--- config.mk ---
export PLATFORM = sky130hd
export DESIGN_NAME = m68k_bus_arbiter
export DESIGN_NICKNAME = d
export VERILOG_FILES = /design/src/rtl/m68k_bus_arbiter.sv
export SDC_FILE = /design/constraint.sdc
export NUM_CORES = 1
export LEC_CHECK = 0
export ABC_AREA = 1
export CAP_MARGIN = 40
export CELL_PAD_IN_SITES_DETAIL_PLACEMENT = 0
export CELL_PAD_IN_SITES_GLOBAL_PLACEMENT = 1
export CORE_AREA = 2 2 57 73
export CTS_CLUSTER_DIAMETER = 100
export DETAILED_ROUTE_END_ITERATION = 10
export DIE_AREA = 0 0 59 75
export GPL_TIMING_DRIVEN = 0
export HOLD_SLACK_MARGIN = 0.12
export MAX_ROUTING_LAYER = met4
export PLACE_DENSITY = 0.82
export SLEW_MARGIN = 20
export SYNTH_ARGS = -nofsm -noshare
export SYNTH_HDL_FRONTEND = slang
export SYNTH_SLANG_ARGS = --single-unit
--- constraint.sdc ---
create_clock -name PI_CLK -period 1.75 [get_ports PI_CLK]
set_clock_uncertainty 0.05 [all_clocks]
set_input_delay 0.35 -clock PI_CLK [delete_from_list [all_inputs] [get_ports PI_CLK]]
set_output_delay 0.35 -clock PI_CLK [all_outputs]
set_load 0.01 [all_outputs]
--- src/rtl/m68k_bus_arbiter.sv ---
// 68000 BR/BG/BGACK bus arbiter for the Amiga-side bus, clocked by PI_CLK.
// Shares the bus between the Pi transaction engine and external DMA masters.
module m68k_bus_arbiter #(
    parameter int unsigned GRANT_TIMEOUT = 32,
    parameter int unsigned CNT_W         = 8
) (
    input  logic             PI_CLK,
    input  logic             RESET_n,
    input  logic             M68K_CLK,
    input  logic             M68K_BR_n,
    input  logic             M68K_BGACK_n,
    input  logic             op_req,
    input  logic             txn_active,
    output logic             op_grant,
    output logic             bus_drive_oe,
    output logic             M68K_BG_n,
    output logic             arb_released,
    output logic             grant_timeout,
    output logic [CNT_W-1:0] grant_count
);

    localparam int unsigned TMO_W =
        (GRANT_TIMEOUT > 1) ? $clog2(GRANT_TIMEOUT) : 1;
    localparam logic [TMO_W-1:0] TMO_LAST = TMO_W'(GRANT_TIMEOUT - 1);

    typedef enum logic [2:0] {
        ST_IDLE,
        ST_BUSY,
        ST_GRANT,
        ST_RELEASED,
        ST_RECLAIM
    } state_t;

    logic             br_meta_q;
    logic             br_s_q;
    logic             bgack_meta_q;
    logic             bgack_s_q;
    logic [2:0]       c7m_q;
    logic             c7m_fall;

    state_t           state_q;
    logic [TMO_W-1:0] tmo_cnt_q;
    logic             br_block_q;
    logic [CNT_W-1:0] grant_count_q;
    logic             grant_timeout_q;
    logic             op_grant_q;
    logic             oe_q;
    logic             bg_n_q;
    logic             released_q;

    // op_req is informational only; it never influences arbitration
    logic             unused_op_req;
    assign unused_op_req = op_req;

    // Two-flop synchronisers for the asynchronous BR_n / BGACK_n lines
    always_ff @(posedge PI_CLK or negedge RESET_n) begin
        if (!RESET_n) begin
            br_meta_q    <= 1'b1;
            br_s_q       <= 1'b1;
            bgack_meta_q <= 1'b1;
            bgack_s_q    <= 1'b1;
        end else begin
            br_meta_q    <= M68K_BR_n;
            br_s_q       <= br_meta_q;
            bgack_meta_q <= M68K_BGACK_n;
            bgack_s_q    <= bgack_meta_q;
        end
    end

    // M68K_CLK sampled as data; its falling edge is the arbitration tick
    always_ff @(posedge PI_CLK or negedge RESET_n) begin
        if (!RESET_n) begin
            c7m_q <= 3'b000;
        end else begin
            c7m_q <= {c7m_q[1:0], M68K_CLK};
        end
    end

    assign c7m_fall = c7m_q[2] & ~c7m_q[1];

    // Arbitration FSM with registered outputs one PI_CLK behind the state
    always_ff @(posedge PI_CLK or negedge RESET_n) begin
        if (!RESET_n) begin
            state_q         <= ST_RELEASED;
            tmo_cnt_q       <= '0;
            br_block_q      <= 1'b0;
            grant_count_q   <= '0;
            grant_timeout_q <= 1'b0;
            op_grant_q      <= 1'b0;
            oe_q            <= 1'b0;
            bg_n_q          <= 1'b1;
            released_q      <= 1'b1;
        end else begin
            grant_timeout_q <= 1'b0;
            // A negated BR lifts the post-timeout block so a stuck
            // requester cannot lock the engine out forever
            if (br_s_q) begin
                br_block_q <= 1'b0;
            end

            unique case (state_q)
                ST_IDLE: begin
                    if (txn_active) begin
                        state_q <= ST_BUSY;
                    end else if (c7m_fall && !br_s_q && !br_block_q) begin
                        state_q   <= ST_GRANT;
                        tmo_cnt_q <= '0;
                    end
                end
                ST_BUSY: begin
                    if (!txn_active) begin
                        state_q <= ST_IDLE;
                    end
                end
                ST_GRANT: begin
                    if (c7m_fall) begin
                        if (!bgack_s_q) begin
                            state_q       <= ST_RELEASED;
                            grant_count_q <= grant_count_q + 1'b1;
                        end else if (br_s_q) begin
                            state_q <= ST_IDLE;
                        end else if (GRANT_TIMEOUT != 0 &&
                                     tmo_cnt_q == TMO_LAST) begin
                            state_q         <= ST_IDLE;
                            grant_timeout_q <= 1'b1;
                            br_block_q      <= 1'b1;
                        end else begin
                            tmo_cnt_q <= tmo_cnt_q + 1'b1;
                        end
                    end
                end
                ST_RELEASED: begin
                    if (c7m_fall && bgack_s_q) begin
                        state_q <= ST_RECLAIM;
                    end
                end
                ST_RECLAIM: begin
                    if (c7m_fall) begin
                        if (!br_s_q && !br_block_q) begin
                            state_q   <= ST_GRANT;
                            tmo_cnt_q <= '0;
                        end else begin
                            state_q <= ST_IDLE;
                        end
                    end
                end
                default: begin
                    state_q <= ST_RELEASED;
                end
            endcase

            op_grant_q <= (state_q == ST_IDLE) && (br_s_q || br_block_q);
            oe_q       <= (state_q != ST_RELEASED);
            released_q <= (state_q == ST_RELEASED);
            if (state_q == ST_GRANT) begin
                bg_n_q <= 1'b0;
            end else if (state_q == ST_RELEASED) begin
                bg_n_q <= br_s_q;
            end else begin
                bg_n_q <= 1'b1;
            end
        end
    end

    assign op_grant      = op_grant_q;
    assign bus_drive_oe  = oe_q;
    assign M68K_BG_n     = bg_n_q;
    assign arb_released  = released_q;
    assign grant_timeout = grant_timeout_q;
    assign grant_count   = grant_count_q;

endmodule
Yosys cells after proc, flatten, opt, wreduce, memory -nomap -nowiden --
Cells that the tools add are included.
Operators by class: add/subtract/negate cells 2, equality and inequality tests 18, multiplexer cells 33, bitwise gates (word level) 3, reduce and logical (&&, ||, !) cells 13
Operator list (count):
- $mux W5 | 8
- $mux W3 | 9
- $ne A2 B2 Y1 const B | 10
- $pmux W3 S5 | 1
- $pmux W5 S3 | 1
- $mux W1 | 13
- $reduce_and A9 Y1 | 1
- $add A8 B1 Y8 const B | 1
- $eq A3 B2 Y1 const B | 2
- $reduce_and A6 Y1 | 1
- $add A5 B1 Y5 const B | 1
- $eq A5 B5 Y1 const B | 1
- $logic_and A1 B1 Y1 | 5
- $ne A4 B4 Y1 const B | 1
- $eq A3 B1 Y1 const B | 1
- $eq A3 B3 Y1 const B | 1
- $logic_not A3 Y1 | 1
- $ne A3 B2 Y1 const B | 1
- $ne A3 B3 Y1 const B | 1
- $reduce_and A3 Y1 | 1
- $reduce_bool A3 Y1 | 1
- $logic_not A1 Y1 | 2
- $mux W2 | 1
- $not A1 Y1 | 2
- other kinds (2) | 2
Word-level totals: register bits after elaboration 29, input bits 7, logic and storage cells 83

Depth between registers and ports, before layout --
Gate-level depths: netlist of run 1.
word-level depth 7, mapped depth 11

Worst setup path after synthesis of run 1 --
Ideal clock, no wire load.
kind register to register, from register tmo_cnt_q[0], to register tmo_cnt_q[0], arrival time 1390 ps, required time 1583 ps, path slack 194 ps, stages on the path, launching flop included 11, path buffers 0, clock period less this slack 1556 ps, cells stage by stage dfrtp_1 ha_1 nand2_1 nor2_1 ha_1 nand3_1 nand2_1 nor2_4 nand2_2 nand2_1 nand2_1
On the way: word-level cells in the longest chain between the ends 6, elaborated cells between the ends (all ways) 9, classes of those cells add/sub: 1; eq/ne: 2; mux: 5; reduce/logical: 1
RTL lines:
- from (decl) | line 42 | logic [TMO_W-1:0] tmo_cnt_q;
- from (signal assigned) | line 128 | tmo_cnt_q <= tmo_cnt_q + 1'b1;
- $add A5 B1 Y5 | line 128
- $mux W5 | line 122 | end else if (GRANT_TIMEOUT != 0 &&
- $mux W5 | line 120 | end else if (br_s_q) begin
- $mux W5 | line 117 | if (!bgack_s_q) begin
- $mux W5 | line 116 | if (c7m_fall) begin
- $pmux W5 S3 | line 101 | unique case (state_q)
Several ways; a longest one is shown, not always the timed one. The select of a mux whose other input is x is not followed. A chain may end at the register's enable or synchronous reset.

Final worst setup path of run 1 --
from register bg_n_q (netlist: M68K_BG_n), to output port M68K_BG_n
RTL lines:
- from (decl) | line 48 | logic bg_n_q;
- from (signal assigned) | line 158 | bg_n_q <= br_s_q;
- to (decl) | line 16 | output logic M68K_BG_n,
No word-level cell between the ends.

==> key figures, run 1 <==
Global routing
  – Global-route usage over all layers: approximately 15%
  – First-pass GRT wire length: approximately 5.0 mm
  – Initial antenna violation count: 0
  – Vias in the first global route: roughly 1100
  – Largest net degree at the start of global routing: 30
  – GRT overflow: 0

Timing
  – F_max: between 500 and 600 MHz
  – Max-slew violations: 0
  – Fin crit period: between 1.5 and 2 ns
  – # setup viols final: 0
  – Final period util: between 90 and 100%
  – Final Hold Viols: 0
  – Worst Max-Slew Pin Slew: about 0.64 ns
  – Setup TNS: 0 ns
  – Fin Hold WS: just over 0.3 ns
  – Slew margin rel.: between 50% and 60%

Clocking
  – Insertion delay to the later sink of the worst-skew pair: between 0.2 and 0.3 ns
  – Cts bufs inserted: 5
  – Clock Tree Root: clkbuf_8
  – Clk buf depth: 2
  – Clk sinks: 29
  – Clock slew at reported path FFs: around 0.070 ns
  – H-tree depth: 2
  – CTS tree: built

Die
  – Die X-Extent: between 50 and 60 um
  – Core area: about 3700 sq um
  – Num ports: 20
  – Die Ht: between 70 and 80 um
  – Initial core utilization: just under 40%
  – Row count: 25
  – Die footprint: roughly 4400 sq um

Pwr
  – Clock share of power: between 20% and 30%
  – Max VDD drop: roughly 0.00077 V
  – Pwr per Cell Area: ~1500 nW/um^2
  – P_int: around 1700 uW
  – Sw Share: a little under two fifths
  – Tot Pwr: 2719 uW
  – Net Switching: around 1000 uW
  – Leakage: 0.0009216 uW
  – Flop pwr share: between 30 and 40%
  – Combinational power share: 40.7%

Yosys
  – Ys flop type: dfrtp_1
  – Top-count cell post-synth: nand2_1
  – Syn Inst Count: 165
  – Avg Synthesized Cell Area: 8.811 sq um
  – Flops & latches, synth: 29
  – Post-Syn Area: 1454 sq um
  – Post-synth EDFFs: 0
  – Asr flop ratio synth: 100.0%
  – Post-synthesis net count: between 150 and 200
  – Synth top area cells: dfrtp_1 36%, dfstp_2 14%, nand2_1 13%
  – Yosys top cell area share: 36.14%
  – Syn. warnings: 0
  – Top post-synthesis cells by count: 52 x nand2_1, 21 x dfrtp_1, 16 x nand3_1
  – Register area share after synthesis: slightly above 50%
  – Synth area leader: dfrtp_1
  – Yosys cell types: 27

Drt
  – Iteration count of the initial detailed-routing pass: 4
  – Routed WL: roughly 2.8 mm
  – DR vias: 1145
  – 1st-iter DRT viols: 50
  – Post-DRT Antenna Nets: 0
  – Routed vias/inst: 4.852
  – # DRC: 0
  – Avg WL per Cell: around 12 um

Final layout
  – Share of cells above drive strength 1: a little under a quarter
  – Final design utilization: 50.78%
  – Fin nets: 206
  – N_diodes: 0
  – Area Growth Syn to Fin: 28.92%

Worst setup path
  – Worst EP arrival: around 1.3 ns
  – CP startpoint kind: register
  – CP Cell Sequence: clkdlybuf4s50_1
  – Critical path capture point type: output port
  – CP required: ~1.4 ns
  – Crit Path Class: register to output port
  – Buffer and inverter count on the worst path: 1
  – Slowest stage cell, crit path: dfstp_2
  – Delay-heaviest family, CP: flip-flops
  – CP Max Fanout: 1
  – CP max stage delay: 0.52 ns

Placed design
  – DP Wirelength: 1.994 mm
  – GPL Wtd Cong: roughly 0.86
  – Port Buffers: 18

Run status
  – Status: completed

Worst hold path
  – HP Class: register to register

Run
  – Max-cap violation count: 0
## state kept, by name, summed over array words and instances (netlist names)
register / flops
br_s_q: 1
c7m_q: 3
op_grant: 1
br_meta_q: 1
state_q: 3
arb_released: 1
grant_timeout: 1
bus_drive_oe: 1
br_block_q: 1
bgack_meta_q: 1
grant_count: 8
bgack_s_q: 1
M68K_BG_n: 1
tmo_cnt_q: 5
## metrics by stage
step                cell area [sq um]  std cells  setup WS [ns]
global placement                 1684        223        -0.1948
global route                     1874        236       -0.01165
finish                           1874        236        0.03341
floorplan                        1454        165         0.1939
detailed placement               1679        223        0.03053
CTS                              1804        232        0.01977
## final cells by class
cell class | count | area, sq um
fill | 352 | 1817
sequential | 29 | 735.7
multi-input combinational | 120 | 674.4
timing repair buffer | 23 | 230.2
clock buffer | 5 | 68.82
inverter | 15 | 61.31
tap | 40 | 50.05
clock inverter | 3 | 46.29
buffer | 1 | 7.507
## cell families after synthesis
family	after synthesis	synth area share [%]
AOI/OAI and AO/OA	9	3.872
xor gates and xnor gates	6	3.614
adders and majority gates	4	3.442
buffers and inverters	16	4.733
DFF	29	50.60
and+or+nand+nor	101	33.74
## per-layer routing
| layer | track usage (%) | up-vias | part of all wire (%) |
|---|---|---|---|
| met4 | 6.566 | 0 | 1.9 |
| met3 | 4.124 | 6 | 4.5 |
| met2 | 25.43 | 28 | 48 |
| met5 | - | - | 0 |
| met1 | 17.82 | 529 | 45 |
| li1 | - | 582 | - |
## layout by cell type, fill, tap and decap left out, drive strengths merged
cell	synthesis	layout
dlygate4sd3	0	1
o21bai	2	2
clkbuf	0	5
xnor2	1	1
nand2	54	54
o21ai	4	4
nand3b	3	3
dfrtp	21	21
nor2	24	24
dfstp	8	8
a21oi	2	2
nand4	2	2
buf	1	6
bufinv	0	1
clkinvlp	0	1
clkinv	2	3
inv	13	13
xor2	5	5
a21boi	1	1
nor3b	1	1
clkdlybuf4s50	0	16
ha	4	4
dlymetal6s2s	0	1
nand3	17	17
## path summary, 6_finish.rpt
kind,startpoint,end,slack (ns),cells after the start
max,M68K_BG_n$_DFF_PN1_,M68K_BG_n,0.03,1
min in group asynchronous,RESET_n,state_q[2]$_DFFE_PN0P_,0.57,2
min,bgack_meta_q$_DFF_PN1_,bgack_s_q$_DFF_PN1_,0.31,0
min reg2reg,bgack_meta_q$_DFF_PN1_,bgack_s_q$_DFF_PN1_,0.31,0
max in group asynchronous,RESET_n,tmo_cnt_q[2]$_DFFE_PN0P_,0.65,2
max reg2reg,tmo_cnt_q[0]$_DFFE_PN0P_,state_q[1]$_DFFE_PN1P_,0.09,11
## power groups by stage
| stage | sequential [uW] | clock, uW | combinational, uW |
|---|---|---|---|
| 2_1_floorplan | 942 | 0 | 648 |
| 3_3_place_gp | 926 | 0 | 940 |
| 3_5_place_dp | 929 | 0 | 944 |
| 4_1_cts | 919 | 717 | 949 |
| 5_1_grt | 934 | 752 | 1230 |
| 6_report | 916 | 696 | 1110 |
## what timing repair did
item                                   in CTS  in global routing
hold buffers                                1                  0
resized for setup                           0                  9
buffers inserted                            0                  4
setup endpoints to repair                   0                  9
endpoints found under the hold margin      21                  0
Power figures use the tool's default switching activity.
==> run 2: changes to the inputs <==
--- a/config.mk
+++ b/config.mk
@@ -9,15 +9,14 @@
 export CAP_MARGIN = 40
 export CELL_PAD_IN_SITES_DETAIL_PLACEMENT = 0
 export CELL_PAD_IN_SITES_GLOBAL_PLACEMENT = 1
-export CORE_AREA = 2 2 57 73
+export CORE_AREA = 2 2 56 71
 export CTS_CLUSTER_DIAMETER = 100
 export DETAILED_ROUTE_END_ITERATION = 10
-export DIE_AREA = 0 0 59 75
+export DIE_AREA = 0 0 58 73
 export GPL_TIMING_DRIVEN = 0
 export HOLD_SLACK_MARGIN = 0.12
 export MAX_ROUTING_LAYER = met4
-export PLACE_DENSITY = 0.82
-export SLEW_MARGIN = 20
+export PLACE_DENSITY = 0.86
 export SYNTH_ARGS = -nofsm -noshare
 export SYNTH_HDL_FRONTEND = slang
 export SYNTH_SLANG_ARGS = --single-unit
==> constraint.sdc (replaced) <==
create_clock -name PI_CLK -period 2 [get_ports PI_CLK]
set_clock_uncertainty 0.05 [all_clocks]
set_input_delay 0.4 -clock PI_CLK [delete_from_list [all_inputs] [get_ports PI_CLK]]
set_output_delay 0.4 -clock PI_CLK [all_outputs]
set_load 0.01 [all_outputs]
==> run 2 against run 1 <==
Total power shrank 21%. First-iteration DRC count is 48% lower. Final area down 4.2%. Routed wire length grew 1.0%. Largest power group unchanged.
==> key figures, run 2 (synthesis results as in run 1) <==
Placed design
  – Pre-CTS WS: 0.2632 ns
  – Port Buffers: 18
  – GPL Wtd Cong: just under 0.8
  – Dpl cells: roughly 220
  – DP Wirelength: 2.040 mm

Clocking
  – Clk sinks: 29
  – Clk buf depth: 2
  – CTS tree: built
  – Clock slew at reported path FFs: around 0.070 ns
  – Insertion delay to the later sink of the worst-skew pair: 0.29 ns
  – CTS Hold Buffers Added: 0
  – # resized after CTS: 0
  – Setup bufs post-CTS: 0
  – H-tree depth: 2
  – Clock Tree Root: clkbuf_8
  – Cts bufs inserted: 5

Timing
  – Fin Hold WS: just over 0.3 ns
  – Final worst slack: 0.2214 ns
  – RSZ-0062 raised after global routing: no
  – Final period util: 88.93%
  – Worst Max-Slew Pin Slew: 0.5732 ns
  – # setup viols final: 0
  – Slew margin rel.: just over 60%
  – Max-slew violations: 0
  – Final Hold Viols: 0
  – F_max: 562.3 MHz
  – Setup TNS: 0 ns
  – Fin crit period: roughly 1.8 ns

Final layout
  – Commonest non-fill, non-tap cell in the layout: nand2_1
  – Fin nets: roughly 200
  – Reg area: ~740 sq um
  – N_diodes: 0
  – Commonest cells after routing, fill and taps aside: 52 x nand2_1, 21 x dfrtp_1, 18 x clkdlybuf4s50_1
  – Area of the multi-input gates: around 650 sq um
  – Area Growth Syn to Fin: 23.49%
  – Share of cells above drive strength 1: a little under a fifth
  – Fin cells: roughly 230
  – Max FFs per register: 8
  – Fillers: roughly 350

Worst setup path
  – CP max stage delay: between 0.5 and 0.6 ns
  – Slowest stage cell, crit path: dfstp_2
  – Crit Path Class: register to output port
  – CP startpoint kind: register
  – Critical path capture point type: output port
  – CP Cell Sequence: clkdlybuf4s50_1
  – Worst reg2reg path depth: 10
  – CP required: 1.55 ns
  – Buffer and inverter count on the worst path: 1
  – CP Max Fanout: 1
  – Worst EP arrival: between 1 and 1.5 ns
  – Cell count along the critical path: 1
  – Delay-heaviest family, CP: flip-flops

Global routing
  – Largest net degree at the start of global routing: 18
  – GRT overflow: 0
  – First-pass GRT wire length: 5.147 mm
  – Vias in the first global route: around 1100
  – Global-route usage over all layers: ~17%
  – Initial antenna violation count: 0

Drt
  – Routed vias/inst: 5.022
  – Avg WL per Cell: 12.16 um
  – # DRC: 0
  – Post-DRT Antenna Nets: 0
  – 1st-iter DRT viols: 26
  – Iteration count of the initial detailed-routing pass: 4
  – Routed WL: 2.820 mm
  – DR vias: between 1000 and 1500

Worst hold path
  – HP Class: register to register
  – Worst Hold Path Cells: 0

Pwr
  – Flop pwr share: roughly 37%
  – Net Switching: roughly 840 uW
  – Leakage: 0.0008786 uW
  – Clock share of power: a little under a quarter
  – Sw Share: ~39%
  – Pwr per Cell Area: 1198 nW/um^2
  – Combinational power share: approximately 39%
  – P_int: around 1300 uW
  – Max VDD drop: 0.0007943 V

Die
  – Num ports: 20
  – Initial core utilization: 40.07%
  – Row count: 25
  – Die footprint: roughly 4200 sq um
  – Die X-Extent: between 50 and 60 um
  – Core area: approximately 3600 sq um
  – Die Ht: ~73 um

Run status
  – Status: completed

Run
  – Max-cap violation count: 0
-- run 2: cell types whose count changed in the layout (fill, tap and decap cells not counted), moves of 2 or more --
| cell | previous run | this run |
|---|---|---|
| ha_1 | 2 | 4 |
| nand2_1 | 49 | 52 |
| buf_4 | 4 | 1 |
| ha_2 | 2 | 0 |
| nand2_2 | 3 | 1 |
| clkdlybuf4s50_1 | 16 | 18 |
-- run 2: layout make-up --
class	instances	share of cell area (%)
Tap cell	40	2.787
Clock buffer	6	4.599
Inverter	15	3.415
Sequential cell	29	40.98
Timing Repair Buffer	19	10.87
Buffer	1	0.4181
Multi-Input combinational cell	120	36.17
Clock inverter	2	0.7666
-- run 2: power groups by stage --
stage          combinational (uW)  clock [uW]  sequential [uW]
4_1_cts                       840         527              805
6_report                      835         512              803
5_1_grt                       937         553              818
2_1_floorplan                 567           0              824
3_5_place_dp                  838           0              813
3_3_place_gp                  824           0              810
-- run 2: layer usage --
metal | routed length, um | global-route usage (%) | share of wire [%] | vias to the layer above
met4 | 63 | 7.752 | 2.2 | 0
met2 | 1406 | 26.39 | 50 | 23
met1 | 1211 | 19.34 | 43 | 562
met5 | 0 | - | 0 | -
li1 | - | - | - | 573
met3 | 139 | 4.787 | 4.9 | 7
-- run 2: final timing paths --
path	startpoint	endpoint	slack (ns)
worst max-delay path	arb_released$_DFF_PN1_	arb_released	0.22
worst min-delay path	bgack_meta_q$_DFF_PN1_	bgack_s_q$_DFF_PN1_	0.31
worst max register to register	tmo_cnt_q[0]$_DFFE_PN0P_	tmo_cnt_q[2]$_DFFE_PN0P_	0.25
worst min register to register	bgack_meta_q$_DFF_PN1_	bgack_s_q$_DFF_PN1_	0.31
max in group asynchronous	RESET_n	state_q[1]$_DFFE_PN1P_	0.87
min in group asynchronous	RESET_n	bus_drive_oe$_DFF_PN0_	0.42
-- run 2: metrics by stage --
step	power, uW	instance area (sq um)	util (%)
floorplan	1391	1454	-
global placement	1634	1684	46.41
detailed placement	1652	1699	46.83
CTS	2171	1795	49.48
global route	2308	1795	49.48
finish	2151	1795	49.48
